<file path="src/rtl/fetch_ctrl.sv">
// Fetch controller: picks the next PC (sequential, redirect, boot, halt) and drives IF/ID valid/flush.
// Zero-latency combinational outputs; a redirect flushes for one bubble cycle and stalls hold the PC.
module fetch_ctrl #(
    parameter int INST_MEMORY_SIZE = 1024,
    parameter int ADDR_WIDTH       = $clog2(INST_MEMORY_SIZE),
    parameter int BOOT_CYCLES      = 2
) (
    input  logic        clk,
    input  logic        reset,
    input  logic [63:0] pc_curr,
    input  logic        hazard_stall,
    input  logic        redirect_valid,
    input  logic [63:0] redirect_addr,
    input  logic        halt_req,
    output logic [63:0] pc_next,
    output logic        pc_stall,
    output logic        if_id_flush,
    output logic        if_id_valid,
    output logic        misalign_err,
    output logic [1:0]  state,
    output logic [15:0] redirect_count
);

    typedef enum logic [1:0] {
        BOOT  = 2'd0,
        RUN   = 2'd1,
        FLUSH = 2'd2,
        HALT  = 2'd3
    } state_t;

    localparam logic [3:0] BOOT_LAST = 4'(BOOT_CYCLES - 1);

    state_t                  state_q, state_d;
    logic [3:0]              boot_cnt_q, boot_cnt_d;
    logic                    misalign_q, misalign_d;
    logic [15:0]             count_q, count_d;
    logic [ADDR_WIDTH-1:0]   seq_addr;
    logic [63:0]             seq_pc;
    logic [63:0]             tgt_pc;
    logic                    tgt_misaligned;
    logic                    unused_hi;

    // Addresses live in a power-of-two window, so the upper PC bits are dropped.
    assign seq_addr       = pc_curr[ADDR_WIDTH-1:0] + ADDR_WIDTH'(4);
    assign seq_pc         = {{(64-ADDR_WIDTH){1'b0}}, seq_addr};
    assign tgt_pc         = {{(64-ADDR_WIDTH){1'b0}}, redirect_addr[ADDR_WIDTH-1:0]};
    assign tgt_misaligned = (redirect_addr[1:0] != 2'b00);
    assign unused_hi      = ^{pc_curr[63:ADDR_WIDTH], redirect_addr[63:ADDR_WIDTH]};

    always_comb begin
        state_d     = state_q;
        boot_cnt_d  = boot_cnt_q;
        misalign_d  = misalign_q;
        count_d     = count_q;
        pc_next     = seq_pc;
        pc_stall    = 1'b1;
        if_id_flush = 1'b0;
        if_id_valid = 1'b0;

        case (state_q)
            BOOT: begin
                pc_next    = 64'd0;
                boot_cnt_d = boot_cnt_q + 4'd1;
                if (boot_cnt_q == BOOT_LAST) begin
                    state_d = RUN;
                end
            end
            RUN, FLUSH: begin
                if (halt_req) begin
                    state_d = HALT;
                end else if (redirect_valid && tgt_misaligned) begin
                    misalign_d  = 1'b1;
                    if_id_flush = 1'b1;
                    state_d     = HALT;
                end else if (redirect_valid) begin
                    // Redirect wins over a hazard stall: the PC must load the target now.
                    pc_next     = tgt_pc;
                    pc_stall    = 1'b0;
                    if_id_flush = 1'b1;
                    state_d     = FLUSH;
                    if (count_q != 16'hFFFF) begin
                        count_d = count_q + 16'd1;
                    end
                end else if (hazard_stall) begin
                    state_d = state_q;
                end else begin
                    pc_stall    = 1'b0;
                    if_id_valid = (state_q == RUN);
                    state_d     = RUN;
                end
            end
            default: begin
                state_d = HALT;
            end
        endcase
    end

    always_ff @(posedge clk) begin
        if (reset) begin
            state_q    <= BOOT;
            boot_cnt_q <= 4'd0;
            misalign_q <= 1'b0;
            count_q    <= 16'd0;
        end else begin
            state_q    <= state_d;
            boot_cnt_q <= boot_cnt_d;
            misalign_q <= misalign_d;
            count_q    <= count_d;
        end
    end

    assign state          = state_q;
    assign misalign_err   = misalign_q;
    assign redirect_count = count_q;

endmodule
</file>
<file path="config.mk">
export PLATFORM = sky130hd
export DESIGN_NAME = fetch_ctrl
export DESIGN_NICKNAME = d
export VERILOG_FILES = /design/src/rtl/fetch_ctrl.sv
export SDC_FILE = /design/constraint.sdc
export NUM_CORES = 1
export LEC_CHECK = 0
export ABC_CLOCK_PERIOD_IN_PS = 4300
export CAP_MARGIN = 20
export CORE_AREA = 2 2 84 86
export DETAILED_ROUTE_END_ITERATION = 6
export DIE_AREA = 0 0 86 88
export HOLD_SLACK_MARGIN = 0.1
export PLACE_DENSITY_LB_ADDON = 0.2
export SYNTH_ARGS = -nofsm -noshare
export SYNTH_HDL_FRONTEND = slang
export SYNTH_SLANG_ARGS = --single-unit
</file>
<file path="constraint.sdc">
create_clock -name clk -period 4.3 [get_ports clk]
set_input_delay 1.29 -clock clk [delete_from_list [all_inputs] [get_ports clk]]
set_output_delay 1.29 -clock clk [all_outputs]
set_load 0.05 [all_outputs]
</file>
==> flow_metrics.tcl <==
set metrics [dict create \
    status "complete, no violations" \
    reg2reg_setup_slack_ns 2.02 \
    synth_area_leaders "dfxtp_1 (25%), buf_4 (22%), ha_1 (4.7%)" \
    die-area_sq_um 7570 \
    leakage_nw 0.966 \
    critPathSlowestCell "clkdlybuf4s50_1" \
    synth_cell_type_count 46 \
    numCtsBuffers 3 \
    cp_slowest_stage_delay_ns 0.53 \
    clk_pin_slew_ns 0.09 \
    postSynthCellCount 228 \
    p_seq_frac 0.226 \
    yosys.area.top_type_share 0.246 \
    yosysWarningCount 0 \
    finalCritPeriodShare 0.966 \
    die_h_um 88 \
    synth-compound-area-share 0.144 \
    portBuffers 56 \
    yosysTopAreaCell "dfxtp_1" \
    rsz0062_at_grt "false" \
    synth_top_family_by_area "simple AND/OR/NAND/NOR gates" \
    ys_ff_latch 23 \
    path_common_cell "buf_4" \
    via_count 1632 \
    final_cell_mix "conb_1 (54), clkdlybuf4s50_1 (43), dfxtp_1 (23)" \
    insertion_delay_ns 0.26 \
    post-cts-setup-buffer-count 0 \
    fill_cells 703 \
    drtIter0Drc 84 \
    post_drt_wl_per_cell_um 11.4 \
    cts_max_level 1 \
    cts_num_sinks 23 \
    route.detailed.drc 0 \
    ir_worst_vdd_v 0.000307 \
    final_nets 429 \
    clk_path_buf_depth 2 \
    min_path_type "register to register" \
    swShare 0.535 \
    initial_core_util 0.282 \
    fmax_ghz 0.241 \
    grt_first_pass_wirelength_um 6640 \
    grt_max_degree 28 \
    final_common_cell "conb_1" \
    area_growth_syn_to_layout_pct 27.9 \
    cellPowerDensity_nw_per_um2 481 \
    drtAntennaViolNets 0 \
    maxCapViolations 0 \
    utilization 0.360 \
    slew_headroom 0.326 \
    net-switching-power_uw 615 \
    finalSetupViolCount 0 \
    hold_buffers 0 \
    rr_startpoint "state[0]" \
    core_area_sq_um 6640 \
    via_per_inst 4.43 \
    wl_um 4200 \
    fp.dieW_um 86 \
    min_period_ns 4.15 \
    place_congestion 0.741 \
    grt_overflow_total 0 \
    cp-end-kind "output port" \
    dp_hpwl_um 3320 \
    drive_above_1_share 0.115 \
    postCtsResizedCells 0 \
    fin_setup_tns_ns 0 \
    synth_xor_area_frac 0.0421 \
    pwr-share-clk 0.121 \
    crit_type "input port to output port" \
    finClkSkew_ns 0.00154 \
    finalHoldViolations 0 \
    synth_mux_area_frac 0.0234 \
    cp-start-kind "input port" \
    min_delay_worst_endpoint "misalign_err" \
    hold-path-cell-count 2 \
    grtUsageTotal 0.109 \
    first_global_vias 1461 \
    diodes 0 \
    antenna_found_initial 0 \
    crit_chain "clkdlybuf4s50_1 -> nor3b_2 -> nand2_1 -> nor2_1 -> buf_4 -> o2bb2ai_1 -> buf_4" \
    hold_start "misalign_err" \
    worst_ep_required_time_ns 3.01 \
    dr.pass1.iters 4 \
    cts_tree "yes" \
    p_int_uw 535 \
    io_pins 219 \
    final_max_slew_viol_count 0 \
    tightest_slew_ns 1.01 \
    arrival_ns 2.86 \
    ys_seq_area_frac 0.246 \
    synthesis.area_sq_um 1870 \
    clock-root-buffer "clkbuf_8" \
    num_rows 30 \
    synthAdderAreaFrac 0.0468 \
    syn_area_per_cell_sq_um 8.20 \
    timing.rr.end "redirect_count[9]" \
    crit_path_max_fanout 8 \
    yosys.area_share.simple 0.250 \
    combPwrFrac 0.652 \
    rr_worst_depth 6 \
]
-- cells by family after synthesis --
group | after synthesis
DFF | 23
xor gates and xnor gates | 9
adders and majority gates | 7
and+or+nand+nor | 75
muxes | 4
buffers and inverters | 68
other | 1
AOI/OAI and AO/OA | 41
-- synthesized netlist by cell type (all sizes together) --
cell type,n
nor3b,2
a2bb2oi,1
or3,3
nor3,5
o41ai,1
nand3,5
or2,1
conb,1
and2,1
nand2,8
xnor2,5
or3b,1
nand2b,3
and4,1
xor2,4
and3,1
inv,8
a311oi,1
nor4b,1
dfxtp,23
clkbuf,4
nor4,4
buf,56
a31oi,2
o2bb2ai,8
a211oi,2
a21oi,14
nor4bb,1
and3b,2
mux2i,1
o31ai,5
nor2b,7
mux2,3
nor2,17
o21ai,6
a22oi,1
or4,6
ha,7
nand4,6
-- critical path, delay by kind of cell --
kind,cells,cell delay [ns]
buf+inv,3,0.90
simple gates,3,0.54
compound gates,1,0.12
-- layer usage --
layer / wire, um / GRT usage
met5: 0 / 0
met4: 25 / 0.0317
met3: 468 / 0.0452
met2: 1870 / 0.175
met1: 1830 / 0.135
-- stage by stage --
step           hold WS [ns]  area (sq um)  instances  setup slack (ns)  total power [mW]
2_1_floorplan         0.471          2070        281             0.386             0.844
3_3_place_gp          0.435          2350        364             0.136              1.02
3_5_place_dp          0.443          2350        364             0.138              1.02
4_1_cts               0.460          2390        368             0.129              1.16
5_1_grt               0.472          2390        368            0.0181              1.22
6_report              0.455          2390        368             0.147              1.15
-- sequential cells by signal, summed over array words and instances, names as in the netlist --
name            flops
misalign_err        1
boot_cnt_q          4
state               2
redirect_count     16
-- power by group through the flow --
stage	sequential [mW]	combinational, mW	clock [mW]
after floorplan	0.299	0.545	0
after detailed placement	0.265	0.754	0
after CTS	0.260	0.756	0.145
after global placement	0.265	0.753	0
after global routing	0.265	0.803	0.154
final	0.260	0.750	0.140
-- how the worst max path moves through the flow --
stage	from	endpoint	slack [ns]	cells after the start
2_1_floorplan	pc_curr[2]	pc_next[8]	0.39	5
3_3_place_gp	redirect_valid	pc_next[8]	0.14	7
3_5_place_dp	redirect_valid	pc_next[7]	0.14	7
4_1_cts	redirect_valid	pc_next[7]	0.13	7
5_1_grt	redirect_valid	pc_next[3]	0.02	7
6_report	redirect_valid	pc_next[6]	0.15	7
-- area by class of cell --
type,count,area [sq um],area share
Clock buffer,3,41.3,0.0173
Multi-Input combinational cell,190,1150,0.481
Inverter,8,30.0,0.0126
Clock inverter,1,5.00,0.00209
Timing Repair Buffer,63,606,0.253
Tap cell,80,100,0.0418
Sequential cell,23,460,0.192
No activity file was read; power rests on OpenSTA's default activity.
